**config.mk**
```make
export PLATFORM = sky130hd
export DESIGN_NAME = hw3_sync_tx
export DESIGN_NICKNAME = d
export VERILOG_FILES = /design/src/rtl/hw3_sync_tx.sv
export SDC_FILE = /design/constraint.sdc
export NUM_CORES = 1
export LEC_CHECK = 0
export BUFFER_PORTS_ARGS = -buffer_cell sky130_fd_sc_hd__buf_2
export CORE_MARGIN = 4
export CORE_UTILIZATION = 59
export DETAILED_ROUTE_END_ITERATION = 8
export PLACE_DENSITY = 0.8
export SKIP_LAST_GASP = 1
export SLEW_MARGIN = 30
export SYNTH_ARGS = -nofsm -noshare
export SYNTH_HDL_FRONTEND = slang
export SYNTH_SLANG_ARGS = --single-unit
```
**constraint.sdc**
```tcl
create_clock -name i_clk -period 4.3 [get_ports i_clk]
set_input_delay 0.645 -clock i_clk [delete_from_list [all_inputs] [get_ports i_clk]]
set_output_delay 0.645 -clock i_clk [all_outputs]
set_load 0.02 [all_outputs]
```
**src/rtl/hw3_sync_tx.sv**
```systemverilog
// ---------------------------------------------------------------------------
// hw3_sync_tx
//
// Serial frame transmitter feeding the HW3 sync-pattern detector. Every word
// accepted on the parallel side goes out as one frame: SYNC_PAT first, then
// the data word, both MSB first, one bit per clock. A new word can be taken
// on the edge that ends the last data bit, so frames can be back-to-back
// with no idle gap.
//
// Ports:
//   i_clk    - clock, all state changes on the rising edge
//   i_rst    - asynchronous active-high reset; aborts any frame in flight
//   i_valid  - upstream word available
//   i_word   - payload, captured only on the accepting edge
//   o_ready  - a word is accepted on this edge if i_valid is also high
//   o_data   - serial bit stream (IDLE_BIT when no frame is in flight)
//   o_busy   - a sync or data bit is currently on o_data
//   o_sync   - o_data currently carries a sync bit
//   o_done   - one-cycle pulse during the last data bit of a frame
//
// All outputs are registered; their next values are derived from the next
// state so they line up with the bit that o_data carries.
// ---------------------------------------------------------------------------
module hw3_sync_tx #(
  parameter int                DATA_W   = 8,
  parameter int                SYNC_W   = 7,
  parameter logic [SYNC_W-1:0] SYNC_PAT = 7'b1101101,
  parameter logic              IDLE_BIT = 1'b0
) (
  input  logic              i_clk,
  input  logic              i_rst,
  input  logic              i_valid,
  input  logic [DATA_W-1:0] i_word,
  output logic              o_ready,
  output logic              o_data,
  output logic              o_busy,
  output logic              o_sync,
  output logic              o_done
);

  // The counter only has to reach the longer of the two phases. A 1-bit
  // floor keeps the vector legal when both phases are a single bit long.
  localparam int MAX_W = (SYNC_W > DATA_W) ? SYNC_W : DATA_W;
  localparam int CNT_W = (MAX_W > 1) ? $clog2(MAX_W) : 1;

  localparam logic [CNT_W-1:0] SYNC_LAST = CNT_W'(SYNC_W - 1);
  localparam logic [CNT_W-1:0] DATA_LAST = CNT_W'(DATA_W - 1);

  typedef enum logic [1:0] {
    ST_IDLE = 2'd0,
    ST_SYNC = 2'd1,
    ST_DATA = 2'd2
  } state_t;

  state_t              state_q, state_d;
  logic [CNT_W-1:0]    bitCnt_q, bitCnt_d;
  logic [DATA_W-1:0]   wordShift_q, wordShift_d;
  logic [SYNC_W-1:0]   patShift_q, patShift_d;
  logic                ready_q, ready_d;
  logic                data_q, data_d;
  logic                busy_q, busy_d;
  logic                sync_q, sync_d;
  logic                done_q, done_d;
  logic                accept;
  logic                lastDataNext;

  // A word is taken only when the registered ready flag is already high, so
  // the upstream side sees a plain valid/ready handshake on each edge.
  assign accept = ready_q & i_valid;

  // State register plus all registered outputs. Reset drops the frame at
  // once: o_data falls back to the idle level without waiting for a clock.
  always_ff @(posedge i_clk or posedge i_rst) begin
    if (i_rst) begin
      state_q     <= ST_IDLE;
      bitCnt_q    <= '0;
      wordShift_q <= '0;
      patShift_q  <= '0;
      ready_q     <= 1'b0;
      data_q      <= IDLE_BIT;
      busy_q      <= 1'b0;
      sync_q      <= 1'b0;
      done_q      <= 1'b0;
    end else begin
      state_q     <= state_d;
      bitCnt_q    <= bitCnt_d;
      wordShift_q <= wordShift_d;
      patShift_q  <= patShift_d;
      ready_q     <= ready_d;
      data_q      <= data_d;
      busy_q      <= busy_d;
      sync_q      <= sync_d;
      done_q      <= done_d;
    end
  end

  // Next-state logic. Both shift registers present their MSB as the bit to
  // send; they only shift when the counter advances inside a phase, so the
  // data MSB is still in place when the sync phase hands over. The counter
  // restarts at zero on every phase change.
  always_comb begin
    state_d     = state_q;
    bitCnt_d    = bitCnt_q;
    wordShift_d = wordShift_q;
    patShift_d  = patShift_q;

    unique case (state_q)
      ST_IDLE: begin
        if (accept) begin
          state_d     = ST_SYNC;
          bitCnt_d    = '0;
          wordShift_d = i_word;
          patShift_d  = SYNC_PAT;
        end
      end
      ST_SYNC: begin
        if (bitCnt_q == SYNC_LAST) begin
          state_d  = ST_DATA;
          bitCnt_d = '0;
        end else begin
          bitCnt_d   = bitCnt_q + CNT_W'(1);
          patShift_d = patShift_q << 1;
        end
      end
      ST_DATA: begin
        if (bitCnt_q == DATA_LAST) begin
          bitCnt_d = '0;
          if (accept) begin
            state_d     = ST_SYNC;
            wordShift_d = i_word;
            patShift_d  = SYNC_PAT;
          end else begin
            state_d = ST_IDLE;
          end
        end else begin
          bitCnt_d    = bitCnt_q + CNT_W'(1);
          wordShift_d = wordShift_q << 1;
        end
      end
      default: begin
        state_d  = ST_IDLE;
        bitCnt_d = '0;
      end
    endcase
  end

  // Output values for the coming cycle, taken from the next state and next
  // counter. Ready is offered while idle and again during the final data
  // bit, which is what allows a gapless follow-on frame.
  always_comb begin
    lastDataNext = (state_d == ST_DATA) && (bitCnt_d == DATA_LAST);
    ready_d      = (state_d == ST_IDLE) || lastDataNext;
    done_d       = lastDataNext;
    busy_d       = (state_d != ST_IDLE);
    sync_d       = (state_d == ST_SYNC);
    data_d       = IDLE_BIT;
    if (state_d == ST_SYNC) begin
      data_d = patShift_d[SYNC_W-1];
    end else if (state_d == ST_DATA) begin
      data_d = wordShift_d[DATA_W-1];
    end
  end

  assign o_ready = ready_q;
  assign o_data  = data_q;
  assign o_busy  = busy_q;
  assign o_sync  = sync_q;
  assign o_done  = done_q;

endmodule

```
## After elaboration in Yosys (flattened, before gate mapping)

Index checks and enable logic that the tools add are counted.

- Reductions and logical operators: 8
- Bitwise operators: 1
- Shifts and indexed selects: 0
- $add $sub $neg: 1
- Multiplexer cells: 18
- Div/mod/pow operators: 0
- Equality and inequality tests: 9
- $mul: 0
- Magnitude comparators: 0

Operators by type and width:

| cell | number |
|---|---|
| 7-bit two-way mux | 3 |
| 7-bit case mux with 3 select lines | 1 |
| 8-bit two-way mux | 2 |
| 8-bit case mux with 2 select lines | 1 |
| 3-bit equality test, second input constant | 3 |
| 3-bit two-way mux | 3 |
| 3-bit case mux with 3 select lines | 1 |
| 2-bit two-way mux | 3 |
| 2-bit case mux with 3 select lines | 1 |
| 2-bit by 1-bit equality test with 1-bit output, second input constant | 2 |
| 2-bit equality test, second input constant | 2 |
| 2-bit logical NOT | 2 |
| 2-bit != test, second input constant | 2 |
| 2-bit nonzero test | 2 |
| 3-bit by 1-bit adder with 3-bit output, second input constant | 1 |
| 1-bit two-way mux | 3 |
| 3-bit AND reduction | 1 |
| 3-bit nonzero test | 1 |
| 1-bit bitwise AND | 1 |
| 1-bit logical AND | 1 |
| 1-bit logical OR | 1 |

- Memories kept: 0
- Bits in latches: 0
- ROM bits: 0
- Output and inout bits: 5
- RAM bits: 0
- Word-level logic and storage cells: 48
- Input bits: 11
- Register bits after elaboration: 25

## Depth between registers and ports, before layout

- Depth after elaboration: 7
- Mapped depth: 8
- Gate-level depth less buffers: 7

## Least setup slack after synthesis

Ideal clock, no wire load.

- Kind: flip-flop to flip-flop
- Start: register bitCnt_q[1]
- End: register data_q (netlist: o_data)
- Slack: 2610 ps
- Library setup time: 127 ps
- Arrival: 1563 ps
- Stages on the path, launching flop included: 8
- Cells stage by stage: dfrtp_1 -> ha_1 -> ha_1 -> nor2b_4 -> buf_6 -> nor2_2 -> a221o_1 -> o2bb2ai_1

- Elaborated cells on any way between the ends: 14
- Those cells by class: eq/ne: 4; mux: 10

RTL lines:

| item | line | source |
|---|---|---|
| start, declared | 56 | `logic [CNT_W-1:0] bitCnt_q, bitCnt_d;` |
| start signal, assigned | 86 | `bitCnt_q <= bitCnt_d;` |
| 3-bit equality test | 126 | `if (bitCnt_q == DATA_LAST) begin` |
| 8-bit two-way mux | 126 |  |
| 8-bit case mux with 2 select lines | 107 | `unique case (state_q)` |
| named net wordShift_d[7] | 57 | `logic [DATA_W-1:0] wordShift_q, wordShift_d;` |
| 1-bit two-way mux | 159 | `end else if (state_d == ST_DATA) begin` |
| 1-bit two-way mux | 157 | `if (state_d == ST_SYNC) begin` |
| named net data_d | 60 | `logic data_q, data_d;` |
| end signal, assigned | 90 | `data_q <= data_d;` |
| end, declared | 60 |  |

The timed path passes the listed nets, and every way through them passes these cells. The select of a mux whose other input is x is not followed.
A chain may end at the register's enable or synchronous reset.

## Final worst setup path

Ends and elaborated chain as after synthesis.

==> results.cfg <==
[run_status]
status = complete, no violations

[logic_synthesis]
synth_top_area_share_pct = 53.4
yosys-top-cells-area = dfrtp_1 53%, nand2_1 7.7%, ha_1 4.3%
syn_area_per_cell_sq_um = 9.92
netlist_top_cells_count = 25 x dfrtp_1, 24 x nand2_1, 9 x o21ai_0
synth_seq_cells = 25
synth_ff_type = dfrtp_1
async_flop_share_pct = 100
yosys_warnings = 0
yosysMostFrequentCell = dfrtp_1
yosys.area.top_type = dfrtp_1
syn_inst = 118
synth_edf_count = 0
ys_types = 35
ys_seq_area_share_pct = 53.4
syn-num-nets = 133
syn_area_sq_um = 1170

[clock_tree]
clock_path_buffers = 2
cts_setup_buffers = 0
cts_tree = done
cts.sinks = 25
h-tree-depth = 1
clock_latency_ns = 0.32
cts_resized = 0
holdBufCountCts = 0
cts-root-buf = clkbuf_4
numCtsBuffers = 3
clkTransAtPathRegs_ns = 0.13

[route]
drc = 0
drt_iter0_drc = 42
vias = 927
wl_um = 2260
antenna_left = 0
vias_per_cell = 5.83
dr.pass1.iters = 4
routedWlPerCell_um = 14.2

[sta]
fin_tns_setup_ns = 0
finalMaxSlewViolations = 0
layout_min_cycle_time_ns = 1.95
relSlewSlack_pct = 43.3
clock.fmax_ghz = 0.513
rsz0062_at_grt = false
fin_worst_skew_ns = 0.00230
setup_viol = 0
worstMarginPinSlew_ns = 0.846
timing.final.crit_share_pct = 45.4
finalHoldViolations = 0

[die]
start_util_pct = 65.0
chipWidth_um = 52.6
io_pins = 16
core_sq_um = 1800
die_area_sq_um = 2760
rows = 15
die_h_um = 52.6

[finish]
post-route-util_pct = 71.3
syn2layout_area_growth_pct = 9.62
fin_nets = 150
drive_gt1_share_pct = 16.4
layoutNonFillerInstCount = 159
nFillCells = 137
num_antenna_cells = 0

[setup_path]
r2r-start = bitCnt_q[1]
cp_max_fo = 11
worstSetupPathType = reg2reg
setup.worst_path.start_class = flip-flop
critPathCaptureType = flip-flop
crit_path_start = bitCnt_q[1]
critPathRequiredTime_ns = 4.51
worstPathArrival_ns = 2.16

[place]
gp_congestion = 0.849
dpl.hpwl_um = 1650
io_buffers = 15
dp.cells = 155

[global_route]
grt_remaining_overflow = 0
grt_use_total_pct = 19.8
grt_pass1_wl_um = 3970
grt_max_degree = 26
grt_pass1_vias = 925
antenna_found_initial = 0

[pwr]
max-vdd-ir-drop_uv = 590
leakage_nw = 0.640
p_per_area_nw_per_um2 = 707

[flow_run]
drv_cap = 0

[min_path]
hp-class = in2async
layout make-up:
class	instances	area, sq um	area share [%]
Clock buffer	4	26.3	2.05
Inverter	7	26.3	2.05
Multi-Input combinational cell	83	499	38.9
Sequential cell	25	626	48.7
Tap cell	25	31.3	2.44
Timing Repair Buffer	15	75.1	5.85
cells by family after synthesis:
kind of cell / Yosys count / share of synthesized area, %
buffers and inverters: 10 / 3.95
and+or+nand+nor: 49 / 20.7
adders and majority gates: 4 / 4.27
DFF: 25 / 53.4
AOI/OAI and AO/OA: 30 / 17.6
metal layers:
metal  wire, um  part of all wire [%]  vias up  track usage (%)
met5          0                     0        -                0
met4         43                   1.9        0             10.2
met3        145                   6.4        4             4.56
met2       1050                    47       31             30.6
met1       1010                    45      443             25.8
li1           -                     -      449                -
critical path: stages (launching register included):
cell and delay [ns]:
dfrtp_1 0.44, ha_1 0.23, ha_1 0.22, nor2b_4 0.27, o21ai_2 0.17, a221o_1 0.39
o2bb2ai_1 0.13
per-stage QoR:
| step | power [W] | instance area, sq um | worst slack (ns) | hold WS (ns) |
|---|---|---|---|---|
| 2_1_floorplan | 0.000706 | 1170 | 2.61 | 0.439 |
| 3_3_place_gp | 0.000791 | 1260 | 2.43 | 0.447 |
| 3_5_place_dp | 0.000807 | 1260 | 2.37 | 0.456 |
| 4_1_cts | 0.000908 | 1280 | 2.35 | 0.485 |
| 5_1_grt | 0.000995 | 1280 | 2.19 | 0.395 |
| 6_report | 0.000908 | 1280 | 2.35 | 0.371 |
report_power, final:
part / internal, W / switching (W)
clock: 0.0000363 / 0.0000676
combinational: 0.000147 / 0.000241
sequential: 0.000341 / 0.0000752
worst paths after layout:
check,to,slack (ns),cells past startpoint
max reg2reg,o_data,2.35,6
max,o_data,2.35,6
min,wordShift_q[5],0.37,2
max in group asynchronous,patShift_q[0],3.54,2
min in group i_clk,patShift_q[1],0.49,2
min reg2reg,patShift_q[1],0.49,2
state kept, by name, summed over array words and instances, names as in the netlist:
| register | cells |
|---|---|
| wordShift_q | 8 |
| patShift_q | 7 |
| o_ready | 1 |
| o_done | 1 |
| o_busy | 1 |
| o_sync | 1 |
| o_data | 1 |
| bitCnt_q | 3 |
| state_q | 2 |
placed cells by master (no fill, tap or decap), drive strengths merged:
cell / instances
a21oi: 2
clkbuf: 4
o21ai: 11
or2b: 1
a221o: 1
nand2b: 1
and2: 2
a31oi: 1
a32o: 1
dfrtp: 25
o31ai: 1
nand3: 6
a211oi: 2
and3: 1
nor3b: 2
inv: 6
a21boi: 2
nor2b: 4
or3: 1
and3b: 1
nor2: 4
ha: 4
a21o: 1
a22oi: 6
clkinv: 1
nand2: 24
buf: 15
a32oi: 1
o2bb2ai: 1
nor3: 2
Note: power is estimated with default switching activity, not from simulation.
